**src/rtl/axi_pkg.sv**
```systemverilog
// rtl/axi_pkg.sv - shared AXI constants, response/burst codes and slave FSM states
package axi_pkg;

  localparam int ID_W_DEF    = 8;
  localparam int ADDR_W_DEF  = 32;
  localparam int DATA_W_DEF  = 32;
  localparam int LEN_W_DEF   = 4;
  localparam int SRAM_AW_DEF = 14;

  localparam logic [1:0] RESP_OKAY   = 2'b00;
  localparam logic [1:0] RESP_SLVERR = 2'b10;
  localparam logic [1:0] BURST_INCR  = 2'b01;

  typedef enum logic [2:0] {
    S_IDLE,
    S_R_ISSUE,
    S_R_DATA,
    S_W_DATA,
    S_W_RESP
  } state_t;

endpackage

```
**src/rtl/axi_sram_slave.sv**
```systemverilog
// rtl/axi_sram_slave.sv - single-transaction AXI4 INCR slave driving a 1-cycle synchronous SRAM
module axi_sram_slave
  import axi_pkg::*;
#(
  parameter int ID_W    = ID_W_DEF,
  parameter int ADDR_W  = ADDR_W_DEF,
  parameter int DATA_W  = DATA_W_DEF,
  parameter int LEN_W   = LEN_W_DEF,
  parameter int SRAM_AW = SRAM_AW_DEF,
  parameter int STRB_W  = DATA_W / 8
) (
  input  logic              clk,
  input  logic              rst,
  input  logic [ID_W-1:0]   AWID_S,
  input  logic [ADDR_W-1:0] AWADDR_S,
  input  logic [LEN_W-1:0]  AWLEN_S,
  input  logic [2:0]        AWSIZE_S,
  input  logic [1:0]        AWBURST_S,
  input  logic              AWVALID_S,
  output logic              AWREADY_S,
  input  logic [DATA_W-1:0] WDATA_S,
  input  logic [STRB_W-1:0] WSTRB_S,
  input  logic              WLAST_S,
  input  logic              WVALID_S,
  output logic              WREADY_S,
  output logic [ID_W-1:0]   BID_S,
  output logic [1:0]        BRESP_S,
  output logic              BVALID_S,
  input  logic              BREADY_S,
  input  logic [ID_W-1:0]   ARID_S,
  input  logic [ADDR_W-1:0] ARADDR_S,
  input  logic [LEN_W-1:0]  ARLEN_S,
  input  logic [2:0]        ARSIZE_S,
  input  logic [1:0]        ARBURST_S,
  input  logic              ARVALID_S,
  output logic              ARREADY_S,
  output logic [ID_W-1:0]   RID_S,
  output logic [DATA_W-1:0] RDATA_S,
  output logic [1:0]        RRESP_S,
  output logic              RLAST_S,
  output logic              RVALID_S,
  input  logic              RREADY_S,
  output logic              CEB,
  output logic              WEB,
  output logic [DATA_W-1:0] BWEB,
  output logic [SRAM_AW-1:0] A,
  output logic [DATA_W-1:0] DI,
  input  logic [DATA_W-1:0] DO
);

  state_t              state, state_nxt;
  logic [ID_W-1:0]     id_q;
  logic [SRAM_AW-1:0]  addr_q;
  logic [LEN_W-1:0]    len_q, cnt_q;
  logic                err_q;

  logic aw_hs, ar_hs, r_hs, w_hs, last_beat;

  assign aw_hs     = AWREADY_S & AWVALID_S;
  assign ar_hs     = ARREADY_S & ARVALID_S;
  assign r_hs      = (state == S_R_DATA) & RREADY_S;
  assign w_hs      = (state == S_W_DATA) & WVALID_S;
  assign last_beat = (cnt_q == len_q);

  assign BID_S   = id_q;
  assign RID_S   = id_q;
  assign RDATA_S = DO;

  logic unused_bits;
  assign unused_bits = ^{AWSIZE_S, ARSIZE_S, AWADDR_S[1:0], ARADDR_S[1:0],
                         AWADDR_S[ADDR_W-1:SRAM_AW+2], ARADDR_S[ADDR_W-1:SRAM_AW+2]};

  always_comb begin
    state_nxt = state;
    AWREADY_S = 1'b0;
    ARREADY_S = 1'b0;
    WREADY_S  = 1'b0;
    BVALID_S  = 1'b0;
    BRESP_S   = RESP_OKAY;
    RVALID_S  = 1'b0;
    RRESP_S   = RESP_OKAY;
    RLAST_S   = 1'b0;
    CEB       = 1'b1;
    WEB       = 1'b1;
    BWEB      = '1;
    A         = addr_q;
    DI        = '0;
    case (state)
      S_IDLE: begin
        // Ready is suppressed while reset is held so nothing looks accepted.
        AWREADY_S = ~rst;
        ARREADY_S = ~rst & ~AWVALID_S;
        if (aw_hs)      state_nxt = S_W_DATA;
        else if (ar_hs) state_nxt = S_R_ISSUE;
      end
      S_R_ISSUE: begin
        CEB       = 1'b0;
        state_nxt = S_R_DATA;
      end
      S_R_DATA: begin
        RVALID_S = 1'b1;
        RLAST_S  = last_beat;
        RRESP_S  = err_q ? RESP_SLVERR : RESP_OKAY;
        if (r_hs) begin
          if (last_beat) begin
            state_nxt = S_IDLE;
          end else begin
            // Prefetch the next word so the following cycle has fresh DO.
            CEB = 1'b0;
            A   = addr_q + 1'b1;
          end
        end
      end
      S_W_DATA: begin
        WREADY_S = 1'b1;
        if (w_hs) begin
          if (|WSTRB_S) begin
            CEB = 1'b0;
            WEB = 1'b0;
            DI  = WDATA_S;
            for (int i = 0; i < STRB_W; i++) BWEB[i*8 +: 8] = {8{~WSTRB_S[i]}};
          end
          if (last_beat) state_nxt = S_W_RESP;
        end
      end
      S_W_RESP: begin
        BVALID_S = 1'b1;
        BRESP_S  = err_q ? RESP_SLVERR : RESP_OKAY;
        if (BREADY_S) state_nxt = S_IDLE;
      end
      default: state_nxt = S_IDLE;
    endcase
  end

  always_ff @(posedge clk or posedge rst) begin
    if (rst) begin
      state  <= S_IDLE;
      id_q   <= '0;
      addr_q <= '0;
      len_q  <= '0;
      cnt_q  <= '0;
      err_q  <= 1'b0;
    end else begin
      state <= state_nxt;
      case (state)
        S_IDLE: begin
          if (aw_hs) begin
            id_q   <= AWID_S;
            addr_q <= AWADDR_S[SRAM_AW+1:2];
            len_q  <= AWLEN_S;
            cnt_q  <= '0;
            err_q  <= (AWBURST_S != BURST_INCR);
          end else if (ar_hs) begin
            id_q   <= ARID_S;
            addr_q <= ARADDR_S[SRAM_AW+1:2];
            len_q  <= ARLEN_S;
            cnt_q  <= '0;
            err_q  <= (ARBURST_S != BURST_INCR);
          end
        end
        S_R_DATA: begin
          if (r_hs && !last_beat) begin
            addr_q <= addr_q + 1'b1;
            cnt_q  <= cnt_q + 1'b1;
          end
        end
        S_W_DATA: begin
          if (w_hs) begin
            if (WLAST_S != last_beat) err_q <= 1'b1;
            if (!last_beat) begin
              addr_q <= addr_q + 1'b1;
              cnt_q  <= cnt_q + 1'b1;
            end
          end
        end
        default: ;
      endcase
    end
  end

endmodule

```
**config.mk**
```make
export PLATFORM = sky130hd
export DESIGN_NAME = axi_sram_slave
export DESIGN_NICKNAME = d
export VERILOG_FILES = /design/src/rtl/axi_pkg.sv /design/src/rtl/axi_sram_slave.sv
export SDC_FILE = /design/constraint.sdc
export NUM_CORES = 1
export LEC_CHECK = 0
export ABC_AREA = 1
export BUFFER_PORTS_ARGS = -buffer_cell sky130_fd_sc_hd__buf_2
export CORE_AREA = 2 2 119 121
export CTS_BUF_LIST = sky130_fd_sc_hd__clkbuf_8
export CTS_CLUSTER_DIAMETER = 200
export CTS_CLUSTER_SIZE = 28
export DETAILED_ROUTE_END_ITERATION = 10
export DIE_AREA = 0 0 121 123
export PLACE_DENSITY_LB_ADDON = 0.3
export SLEW_MARGIN = 20
export SYNTH_ARGS = -nofsm -noshare
export SYNTH_HDL_FRONTEND = slang
export SYNTH_SLANG_ARGS = --single-unit
```
**constraint.sdc**
```tcl
create_clock -name clk -period 1.5 [get_ports clk]
set_input_delay 0.075 -clock clk [delete_from_list [all_inputs] [get_ports clk]]
set_output_delay 0.075 -clock clk [all_outputs]
set_load 0.02 [all_outputs]
```
Word level (Yosys, flattened, before mapping)
Cells that the tools add are included.

Flip-flop bits (word level): 34. Bits in latches: 0. Bits in writable memories: 0. Bits in read-only memories: 0. Input port bits: 174. Output and inout bits: 138. Memories: 0.

Add/sub/neg operators: 2. Multiply operators: 0. Divide/modulo/power cells: 0. Magnitude comparators: 0. Equality and inequality tests: 17. Shifts and indexed selects: 0. Mux-type cells: 52. Bitwise gates (word level): 11. Reductions and logical operators: 12.

Operator list (count): $mux 32 (6); $mux 14 (7); $pmux 14 s3 (1); $mux 4 (7); $mux 3 (7); $mux 8 (2); $mux 1 (15); $pmux 3 s5 (1); $add 14x1->14 const B (1); $ne 2x2->1 const B (6); $pmux 4 s3 (1); $ne 2x1->1 const B (4); $reduce_and 4->1 (2); $eq 3x2->1 const B (2); $mux 2 (3); $not 1->1 (6); $reduce_and 6->1 (1); $and 1x1->1 (5); $reduce_and 5->1 (1); $add 4x1->4 const B (1); $eq 4x4->1 (1); $reduce_bool 2->1 (2); $reduce_or 4->1 (1); $eq 3x1->1 const B (1); 10 further kinds (10).

Longest topological paths before layout
Word-level depth: 7. Mapped depth: 11. Depth with buffers taken out: 11.

Worst setup path after synthesis
Ideal clock, no wire load.

Kind: input-to-reg. Start: input port rst. End: register addr_q[1]. Arrival: 1.763 ns. Required time: 1.384 ns. Path slack: -0.379 ns. Stages: 10. Buffers on the path: 2. Path through: inv_1 > nand4_2 > buf_6 > buf_6 > nand2_1 > nand2_1 > a21oi_1 > nand2_1 > nand2_1 > nand2_1.

Cells in the longest elaborated chain, start to end: 6.

RTL lines: start, declared (RTL line axi_sram_slave.sv:13) `input logic rst,`; $not 1->1 (*) (RTL line axi_sram_slave.sv:91, axi_sram_slave.sv:92); $and 1x1->1 (RTL line axi_sram_slave.sv:92) `ARREADY_S = ~rst & ~AWVALID_S;`; $mux 1 (RTL line axi_sram_slave.sv:88) `case (state)`; $and 1x1->1 (RTL line axi_sram_slave.sv:60) `assign ar_hs = ARREADY_S & ARVALID_S;`; $ne 3x3->1 (no source line); $reduce_and 4->1 (no source line); end signal, assigned (RTL line axi_sram_slave.sv:149) `addr_q <= AWADDR_S[SRAM_AW+1:2];`; end signal, assigned (RTL line axi_sram_slave.sv:155) `addr_q <= ARADDR_S[SRAM_AW+1:2];`; end signal, assigned (RTL line axi_sram_slave.sv:163) `addr_q <= addr_q + 1'b1;`; end, declared (RTL line axi_sram_slave.sv:53) `logic [SRAM_AW-1:0] addr_q;`.

Mark *: on every way between the ends. The rest lies on a longest branch, timed or not. A chain may end at the register's enable or synchronous reset.

Worst setup path in the final report
Start: register state[1]. End: output port DI[28].

Cells in the longest elaborated chain, start to end: 4.

RTL lines: start, declared (RTL line axi_sram_slave.sv:51) `state_t state, state_nxt;`; start signal, assigned (RTL line axi_sram_slave.sv:144) `state <= state_nxt;`; $eq 3x2->1 (*) (RTL line axi_sram_slave.sv:62, axi_sram_slave.sv:88); $and 1x1->1 (RTL line axi_sram_slave.sv:62) `assign w_hs = (state == S_W_DATA) & WVALID_S;`; $mux 32 (RTL line axi_sram_slave.sv:116) `if (w_hs) begin`; $mux 32 (*) (RTL line axi_sram_slave.sv:88); end, declared (RTL line axi_sram_slave.sv:47) `output logic [DATA_W-1:0] DI,`.

Marked as above.

==> out/results.ini <==
[grt]
grt_max_degree=35
antenna_found_initial=0
grt_overflow=0
grt_pass1_vias=4389
grt_pass1_wl_mm=21.7
grt_usage=0.184

[timing]
setup-violations-final=121
maxSlewViolCount=0
clock.fmax_mhz=525
rsz0062_at_grt=true
finalCritPeriodShare=1.27
hold_viol=0
clock_skew_ps=10.4
setup_slack_ps=-404
fin_crit_ps=1900

[layout]
num_antenna_cells=0
num-fill-cells=1289
multi_input_area_sq_um=2850
nets=1041
fin_area_sq_um=7300
area_growth_pct=92.3
final_cell_count_no_fill=1046
seqCellArea_sq_um=852
drive_gt1_frac=0.598

[worst_setup_path]
cp_data_arrival_time_ps=1830
cp-start-kind=register
endpoint_kind=output pin
required_ps=1420
crit_type=reg -> out
crit_fanout=7
ff2ff_setup_slack_ps=-350

[clock_tree]
numClockSinks=34
numCtsBuffers=5
clkLatencyLatePin_ps=310
clock-root-buffer=clkbuf_8
path_clk_slew_ps=80
htree_levels=2
postCtsHoldBufs=0
clockBufferDepth=2
cts_tree=built

[synth]
synth_warnings=0
synth.avg_cell_area_sq_um=6.02
synth_edf_count=0
yosysSeqAreaShare=0.224
syn_inst=631
synth-seq-cells=34
synthArstFlopShare=1.00
synth.area.top_cells=dfrtp_1, nand2_1, buf_4, nand3_1, inv_1
ys.flop_type=dfrtp_1
ys_types=35
synth_top_area_frac=0.224
synth_top_area_cell=dfrtp_1
netlist_area_sq_um=3800

[floorplanning]
num_io_pins=312
core-area_sq_um=13600
row_count=43
die_w_um=121
dieArea_sq_um=14900
fp.dieH_um=123
start_util=0.279

[placed_design]
place.gp.congestion=0.885
io_buffers=203
dpl.hpwl_mm=9.97
dp_cells=986
placed_cell_area_sq_um=5100
pre_cts_ws_ps=-83.4

[routing]
vias=4691
wire_per_inst_um=14.7
highest_layer=met4
dr.pass1.iters=4
finalWirelength_mm=15.4
drt-met1-wl_mm=6.08
ant_nets=0
dr_wl_met2_mm=8.22
route.detailed.drc=0
drt_iter0_drc=177
vias_per_cell=4.48
met3_length_um=905

[power]
total_leakage_power_nw=3.72
peakVddDrop_v=0.000726
power_mw=12.9
p_per_area_nw_per_um2=1770

[status]
violations=setup timing
status=finished, violations left

[worst_hold_path]
hold_class=in -> reg

[job]
maxCapViolCount=0

## synthesized netlist by cell type, drive strengths merged, types with 2 or more instances
library cell,n
ha,2
nor2,95
nand4,7
inv,94
clkbuf,4
a21oi,10
xor2,4
buf,84
o22ai,3
xnor2,2
dfrtp,34
nand3,69
nand2,168
o21ai,48
## cell usage in the layout (no fill, tap or decap), types with 5 or more instances in the layout
cell type	instances
nand2_8	6
o21ai_2	15
inv_2	10
clkbuf_8	5
nand2_2	38
buf_2	120
a21oi_2	7
nand2_4	17
o21ai_0	9
nor2_4	53
buf_8	7
inv_4	5
buf_6	95
nor2_2	12
o21ai_1	23
nand3_2	11
buf_12	20
buf_4	64
inv_1	75
nand2_1	107
nor2_1	28
dfrtp_1	33
nand4_1	5
nand3_1	55
## layer usage
metal | GRT usage | up-vias
met4 | 0.0400 | 0
li1 | - | 2349
met5 | 0 | -
met1 | 0.234 | 2185
met3 | 0.0318 | 19
met2 | 0.327 | 138
## layout make-up
| class | instances | area share |
|---|---|---|
| sequential | 34 | 0.117 |
| timing repair buffer | 313 | 0.389 |
| clock buffer | 5 | 0.00943 |
| inverter | 95 | 0.0559 |
| clock inverter | 3 | 0.00617 |
| timing repair inverter | 1 | 0.00103 |
| tap | 180 | 0.0309 |
| multi-input combinational | 415 | 0.391 |
## registers in the layout, summed over array words and instances (netlist names)
register	cells
len_q	4
cnt_q	4
err_q	1
addr_q	14
BID_S	8
state	3
## final timing paths
kind / endpoint / from / depth (start not counted)
max: DI[28] / state[1]$_DFFE_PP0P_ / 10
min: BID_S[4]$_DFFE_PP0P_ / AWID_S[4] / 3
max reg2reg: addr_q[8]$_DFFE_PP0P_ / state[0]$_DFFE_PP0P_ / 12
min reg2reg: err_q$_DFFE_PP0P_ / err_q$_DFFE_PP0P_ / 2
max in group asynchronous: state[2]$_DFFE_PP0P_ / rst / 3
min in group asynchronous: cnt_q[3]$_DFFE_PP0P_ / rst / 3
## kinds of logic after synthesis
kind of cell | after synthesis | synth area share
compound gates | 62 | 0.0893
fa+ha+maj | 2 | 0.00659
other cells | 1 | 0.000988
buf+inv | 183 | 0.264
simple gates | 343 | 0.401
xor+xnor | 6 | 0.0138
flops | 34 | 0.224
## critical path: stages, from the launching register on
cell	delay, ps
dfrtp_1	370
inv_2	70
nor2_8	140
buf_12	120
nand2_8	50
nor2_4	130
o21ai_4	110
buf_6	140
buf_12	140
nor2_4	100
buf_6	130
## metrics by stage
stage | hold slack, ps | utilization | setup TNS [ps]
after global placement | 150 | 0.375 | -853
after CTS | 6.57 | 0.473 | -24390
after detailed placement | 150 | 0.375 | -1930
after floorplan | 47.0 | - | -4030
final | 17.1 | 0.536 | -36120
after global routing | 24.7 | 0.536 | -44690
## repair_timing
| item | 4_1_cts | 5_1_grt |
|---|---|---|
| gates cloned | 6 | 4 |
| pin swaps | 29 | 52 |
| resized for setup | 246 | 217 |
| buffers inserted | 34 | 19 |
| setup endpoints to repair | 116 | 122 |
## power by group
part	switching [mW]	total [mW]	internal (mW)
Sequential	0.357	1.69	1.33
Combinational	5.70	10.3	4.64
Clock	0.410	0.904	0.495
(Power assumes the default switching activity.)
